### config.mk
export PLATFORM = sky130hd
export DESIGN_NAME = seq_detect_multi
export DESIGN_NICKNAME = d
export VERILOG_FILES = /design/src/rtl/seq_detect_pkg.sv /design/src/rtl/seq_pat_cmp.sv /design/src/rtl/seq_detect_multi.sv
export SDC_FILE = /design/constraint.sdc
export NUM_CORES = 1
export LEC_CHECK = 0
export BUFFER_PORTS_ARGS = -buffer_cell sky130_fd_sc_hd__buf_2
export CAP_MARGIN = 20
export CORE_MARGIN = 2
export CORE_UTILIZATION = 35
export CTS_BUF_LIST = sky130_fd_sc_hd__clkbuf_4 sky130_fd_sc_hd__clkbuf_8
export CTS_CLUSTER_DIAMETER = 40
export DETAILED_ROUTE_END_ITERATION = 6
export SYNTH_ARGS = -nofsm -noshare
export SYNTH_HDL_FRONTEND = slang
export SYNTH_HIERARCHICAL = 1
export SYNTH_SLANG_ARGS = --single-unit
### constraint.sdc
create_clock -name clk -period 6.7 [get_ports clk]
set_clock_uncertainty 0.1 [all_clocks]
set_input_delay 0.67 -clock clk [delete_from_list [all_inputs] [get_ports clk]]
set_output_delay 0.67 -clock clk [all_outputs]
set_load 0.02 [all_outputs]
### src/rtl/seq_detect_pkg.sv
`default_nettype none
// ============================================================================
// Module   : seq_detect_pkg
// Brief    : Shared types and defaults for the multi-pattern sequence detector
// Revision : 1.0 - initial release
// ============================================================================

package seq_detect_pkg;

    localparam int DEF_PAT_W   = 8;
    localparam int DEF_NUM_PAT = 2;
    localparam int DEF_CNT_W   = 8;

    // Slot storage is sized for the largest supported pattern (PAT_W <= 32).
    localparam int PAT_W_MAX = 32;
    localparam int LEN_W_MAX = 6;

    typedef enum logic {
        OVL_OFF = 1'b0,
        OVL_ON  = 1'b1
    } ovl_mode_e;

    typedef struct packed {
        logic [PAT_W_MAX-1:0] pat;
        logic [LEN_W_MAX-1:0] len;
    } pat_slot_t;

endpackage

`default_nettype wire

### src/rtl/seq_pat_cmp.sv
`default_nettype none
// ============================================================================
// Module   : seq_pat_cmp
// Brief    : Combinational compare of the next history against one pattern slot
// Revision : 1.0 - initial release
// ============================================================================

module seq_pat_cmp
    import seq_detect_pkg::*;
#(
    parameter  int PAT_W = DEF_PAT_W,
    localparam int LW    = $clog2(PAT_W + 1)
) (
    input  logic [PAT_W-1:0] hist_nxt,
    input  logic [LW-1:0]    fill_nxt,
    input  pat_slot_t        slot,
    output logic             hit
);

    logic [PAT_W_MAX-1:0] hist_ext;
    logic [PAT_W_MAX-1:0] len_mask;
    logic [LEN_W_MAX-1:0] fill_ext;
    logic                 len_ok;

    always_comb begin
        hist_ext            = '0;
        hist_ext[PAT_W-1:0] = hist_nxt;
        fill_ext            = LEN_W_MAX'(fill_nxt);
        len_mask            = '0;
        for (int b = 0; b < PAT_W_MAX; b++) begin
            len_mask[b] = (b < int'(slot.len));
        end
        // Zero or over-long lengths mark the slot as disabled.
        len_ok = (slot.len != '0) && (slot.len <= LEN_W_MAX'(PAT_W));
        hit    = len_ok && (fill_ext >= slot.len) &&
                 (((hist_ext ^ slot.pat) & len_mask) == '0);
    end

endmodule

`default_nettype wire

### src/rtl/seq_detect_multi.sv
`default_nettype none
// ============================================================================
// Module   : seq_detect_multi
// Brief    : Runtime-programmable multi-pattern serial bit detector.
//            SEQDET_CNT_EN builds the saturating match event counter.
// Revision : 1.0 - initial release
// ============================================================================

module seq_detect_multi
    import seq_detect_pkg::*;
#(
    parameter  int PAT_W   = DEF_PAT_W,
    parameter  int NUM_PAT = DEF_NUM_PAT,
    parameter  int CNT_W   = DEF_CNT_W,
    localparam int LW      = $clog2(PAT_W + 1),
    localparam int SEL_W   = (NUM_PAT > 1) ? $clog2(NUM_PAT) : 1
) (
    input  logic               clk,
    input  logic               rst,
    input  logic               clr,
    input  logic               in_valid,
    input  logic               i,
    input  logic               ovl,
    input  logic               cfg_we,
    input  logic [SEL_W-1:0]   cfg_sel,
    input  logic [PAT_W-1:0]   cfg_pat,
    input  logic [LW-1:0]      cfg_len,
    output logic               match,
    output logic [NUM_PAT-1:0] match_id,
    output logic [CNT_W-1:0]   match_cnt
);

    logic [PAT_W-1:0]   hist_q, hist_d, hist_nxt;
    logic [LW-1:0]      fill_q, fill_d, fill_nxt;
    pat_slot_t          slot_q [NUM_PAT];
    pat_slot_t          slot_d [NUM_PAT];
    logic [NUM_PAT-1:0] hit;
    logic [NUM_PAT-1:0] match_id_q, match_id_d;
    logic               match_q, match_d;
    logic               accept;

    assign accept   = in_valid & ~cfg_we & ~clr;
    assign hist_nxt = {hist_q[PAT_W-2:0], i};
    assign fill_nxt = (fill_q == LW'(PAT_W)) ? fill_q : fill_q + LW'(1);

    generate
        for (genvar p = 0; p < NUM_PAT; p++) begin : g_slot
            seq_pat_cmp #(.PAT_W(PAT_W)) u_cmp (
                .hist_nxt (hist_nxt),
                .fill_nxt (fill_nxt),
                .slot     (slot_q[p]),
                .hit      (hit[p])
            );
        end
    endgenerate

    always_comb begin
        hist_d = hist_q;
        fill_d = fill_q;
        if (clr) begin
            hist_d = '0;
            fill_d = '0;
        end else if (cfg_we) begin
            fill_d = '0;
        end else if (in_valid) begin
            hist_d = hist_nxt;
            // Non-overlapping mode restarts the fill on any hit.
            fill_d = ((ovl_mode_e'(ovl) == OVL_OFF) && (|hit)) ? '0 : fill_nxt;
        end
    end

    always_comb begin
        slot_d = slot_q;
        for (int p = 0; p < NUM_PAT; p++) begin
            if (cfg_we && (cfg_sel == SEL_W'(p))) begin
                slot_d[p].pat            = '0;
                slot_d[p].pat[PAT_W-1:0] = cfg_pat;
                slot_d[p].len            = LEN_W_MAX'(cfg_len);
            end
        end
    end

    always_comb begin
        match_id_d = accept ? hit : '0;
        match_d    = |match_id_d;
    end

    always_ff @(posedge clk or posedge rst) begin
        if (rst) begin
            hist_q     <= '0;
            fill_q     <= '0;
            match_q    <= 1'b0;
            match_id_q <= '0;
            for (int p = 0; p < NUM_PAT; p++) begin
                slot_q[p] <= '0;
            end
        end else begin
            hist_q     <= hist_d;
            fill_q     <= fill_d;
            match_q    <= match_d;
            match_id_q <= match_id_d;
            slot_q     <= slot_d;
        end
    end

    assign match    = match_q;
    assign match_id = match_id_q;

`ifdef SEQDET_CNT_EN
    logic [CNT_W-1:0] cnt_q, cnt_d;

    always_comb begin
        cnt_d = cnt_q;
        if (clr) begin
            cnt_d = '0;
        end else if (match_d && (cnt_q != {CNT_W{1'b1}})) begin
            cnt_d = cnt_q + CNT_W'(1);
        end
    end

    always_ff @(posedge clk or posedge rst) begin
        if (rst) begin
            cnt_q <= '0;
        end else begin
            cnt_q <= cnt_d;
        end
    end

    assign match_cnt = cnt_q;
`else
    assign match_cnt = '0;
`endif

endmodule

`default_nettype wire

==> impl_metrics.csv <==
group,metric,value,unit
floorplanning,rows,30,
placed_design,hpwl,3800,um
yosys,seq_area_frac_synth,39.0,%
cts,clk_latency,0.29,ns
timing,finalSetupViolCount,0,
timing,grt_setup_unrepaired,"false",
power_and_ir_drop,comb_power_share,20.6,%
cts,cts_buffer_depth,2,
cts,path_clk_slew,0.08,ns
timing,finalMaxSlewViolations,0,
yosys,async_flop_share,100,%
power_and_ir_drop,total_power,0.606,mW
global_route,met3_usage,2.94,%
hold_path,hold_path.class,"in2async",
global_route,top_usage_layer,"met2",
cts,hold_buffers,0,
floorplanning,die_w,87.5,um
power_and_ir_drop,p_sw,0.178,mW
floorplanning,die_h,87.5,um
yosys,ys.flop_type,"dfrtp_1",
timing,fmax,0.356,GHz
global_route,grt_util_met2,24.2,%
worst_setup_path,crit_type,"reg2reg",
drt,routed_via_density,4.58,
power_and_ir_drop,power_frac_clock,32.6,%
yosys,synth_warnings,6,
power_and_ir_drop,powerDensity,210,nW/um2
cts,cts_tree,"done",
timing,relSlewSlack,64.7,%
global_route,grt_pass1_vias,1762,
drt,drt_iter0_drc,50,
worst_setup_path,start_kind,"register",
global_route,grt_max_degree,39,
yosys,synth_area_per_cell,11.1,um2
global_route,grt.total_usage,14.7,%
floorplanning,ios,31,
yosys,yosys_register_bits,38,
floorplanning,fp.dieArea,7650,um2
power_and_ir_drop,p_int,0.428,mW
power_and_ir_drop,p_leak,1.43,nW
timing,finalCriticalPeriod,2.81,ns
global_route,grt_overflow_total,0,
yosys,synth_top_area_share,39.0,%
cts,htreeDepth,2,
placed_design,io_buffers,22,
drt,num_vias,1732,
drt,ant_nets,0,
cts,cts_made_buffers,5,
drt,wirelength,5000,um
yosys,synth_edf_count,0,
yosys,synthesis.area,2440,um2
timing,whs,0.374,ns
drt,dr.pass1.iters,4,
status,status,"complete, no violations",
final_layout,antenna_cells,0,
final_layout,fin_area,2880,um2
timing,hold_viol,0,
timing,tightest_slew,0.525,ns
final_layout,area_growth,18.2,%
worst_setup_path,crit_path_end_kind,"register",
placed_design,postPlaceCellArea,2770,um2
drt,drcViolationCount,0,
global_route,grt_pass1_wl,8630,um
power_and_ir_drop,pwr-share-seq,46.8,%
global_route,antenna_found_initial,0,
yosys,synth_area_leader_cell,"dfrtp_1",
global_route,use_met1,19.6,%
floorplanning,start_util,36.1,%
final_layout,nets,327,
drt,drt-wirelength-per-cell,13.2,um
cts,cts.sinks,38,
timing,timing.final.crit_share,41.9,%
final_layout,drive_gt1_share,22.1,%
worst_setup_path,r2r_cells,13,
cts,cts_root_buf,"clkbuf_8",
floorplanning,core,6760,um2
yosys,synth.distinct_cells,43,
worst_setup_path,cp_max_fo,4,
cts,cts_resized,0,
worst_setup_path,cp.required,6.83,ns
placed_design,globalplace.congestion,0.799,
timing,tns,0,ns
power_and_ir_drop,sw_frac_of_total,29.3,%
cts,cts_setup_buffers,0,
job,drv_cap,0,
yosys,synth_cells,220,
final_layout,finish.utilization,42.6,%
power_and_ir_drop,peakVddDrop,0.000110,V
worst_setup_path,critPathArrivalTime,2.93,ns
yosys,netlist_top_cells_area,"dfrtp_1 39%, mux2_4 12%, xor2_1 5.7%",
-- kinds of logic after synthesis --
kind of cell / synth area share, %
fa+ha+maj: 5.13
simple gates: 13.0
other cells: 0.154
xor+xnor: 6.47
flops: 39.0
mux: 15.4
buf+inv: 6.83
compound gates: 14.0
-- power by group through the flow --
stage / Sequential, mW / Clock, mW / Combinational [mW]
3_3_place_gp: 0.288 / 0 / 0.123
4_1_cts: 0.284 / 0.201 / 0.126
2_1_floorplan: 0.272 / 0 / 0.116
3_5_place_dp: 0.289 / 0 / 0.124
5_1_grt: 0.288 / 0.213 / 0.141
6_report: 0.284 / 0.197 / 0.125
-- registers in the layout, summed over array words and instances, names as in the netlist --
signal,flops
slot_q,24
match,1
match_id,2
fill_q,4
hist_q,7
-- worst max-delay path, stage by stage (launching register included) --
cell      delay, ns
dfrtp_1        0.41
inv_1          0.11
ha_1           0.17
nand3b_1       0.10
xnor2_1        0.29
inv_1          0.08
ha_1           0.28
nand2b_1       0.14
a21o_1         0.17
a211oi_1       0.29
nor4_2         0.11
nor2_1         0.18
o21a_1         0.20
a22o_1         0.14
-- layout by cell type, fill, tap and decap left out, types with 2 or more instances in the layout --
master	Yosys	final
nand2b_1	3	3
a21o_1	2	2
nor3_1	2	2
mux2_4	20	20
o21ai_0	2	2
nor4_2	2	2
nand4b_1	2	2
a22o_1	4	4
or4_4	2	2
conb_1	1	64
a21oi_1	9	9
and2_1	2	2
nor4_1	2	2
mux2_2	4	4
ha_1	10	10
a41oi_1	2	2
o211ai_1	2	2
nor2_1	9	9
buf_2	4	22
xor2_1	16	16
a211oi_1	6	6
and4_1	2	2
inv_1	11	11
xnor2_1	2	2
o2111a_1	4	4
o31ai_1	2	2
dfrtp_1	38	38
nand2_1	16	16
a211o_1	2	2
nor3_2	2	2
nor4b_1	2	2
o22ai_1	10	10
clkinvlp_4	0	2
clkbuf_8	0	5
mux2i_1	3	3
-- cell type report --
class                      instances  area (um2)
multi-input combinational        218        1560
fill                             684        3880
sequential                        38         951
clock buffer                       5        68.8
clock inverter                     3        45.0
tap                               80         100
timing repair buffer              23         118
inverter                          11        41.3
-- synth_stat cells, types with 3 or more instances --
library cell and number:
buf_2 4, a21oi_1 9, xor2_1 16, nand2_1 16
ha_1 10, mux2i_1 3, o2111a_1 4, o22ai_1 10
nand2b_1 3, nor2_1 9, buf_4 8, mux2_4 20
buf_6 4, mux2_2 4, dfrtp_1 38, inv_1 11
a211oi_1 6, a22o_1 4
-- routing by layer --
layer  vias up  part of all wire, %
li1        878                    -
met1       816                   49
met2        33                   47
met3         5                  3.3
met4         0                 0.84
met5         -                    0
-- metrics by stage --
stage | instances | setup WS, ns
final | 378 | 3.89
after global routing | 378 | 3.64
after CTS | 378 | 3.91
after detailed placement | 370 | 3.95
after global placement | 370 | 4.03
after floorplan | 283 | 4.22
-- path summary, 6_finish.rpt --
path | startpoint | end | slack [ns]
setup / recovery | fill_q[0] | fill_q[0] | 3.89
hold / removal | rst | slot_q[9] | 0.37
setup reg to reg | fill_q[0] | fill_q[0] | 3.89
hold reg to reg | slot_q[13] | slot_q[13] | 0.44
max in group asynchronous | rst | slot_q[0] | 5.76
min in group clk | slot_q[13] | slot_q[13] | 0.44
Note: power is estimated with default switching activity, not from simulation.
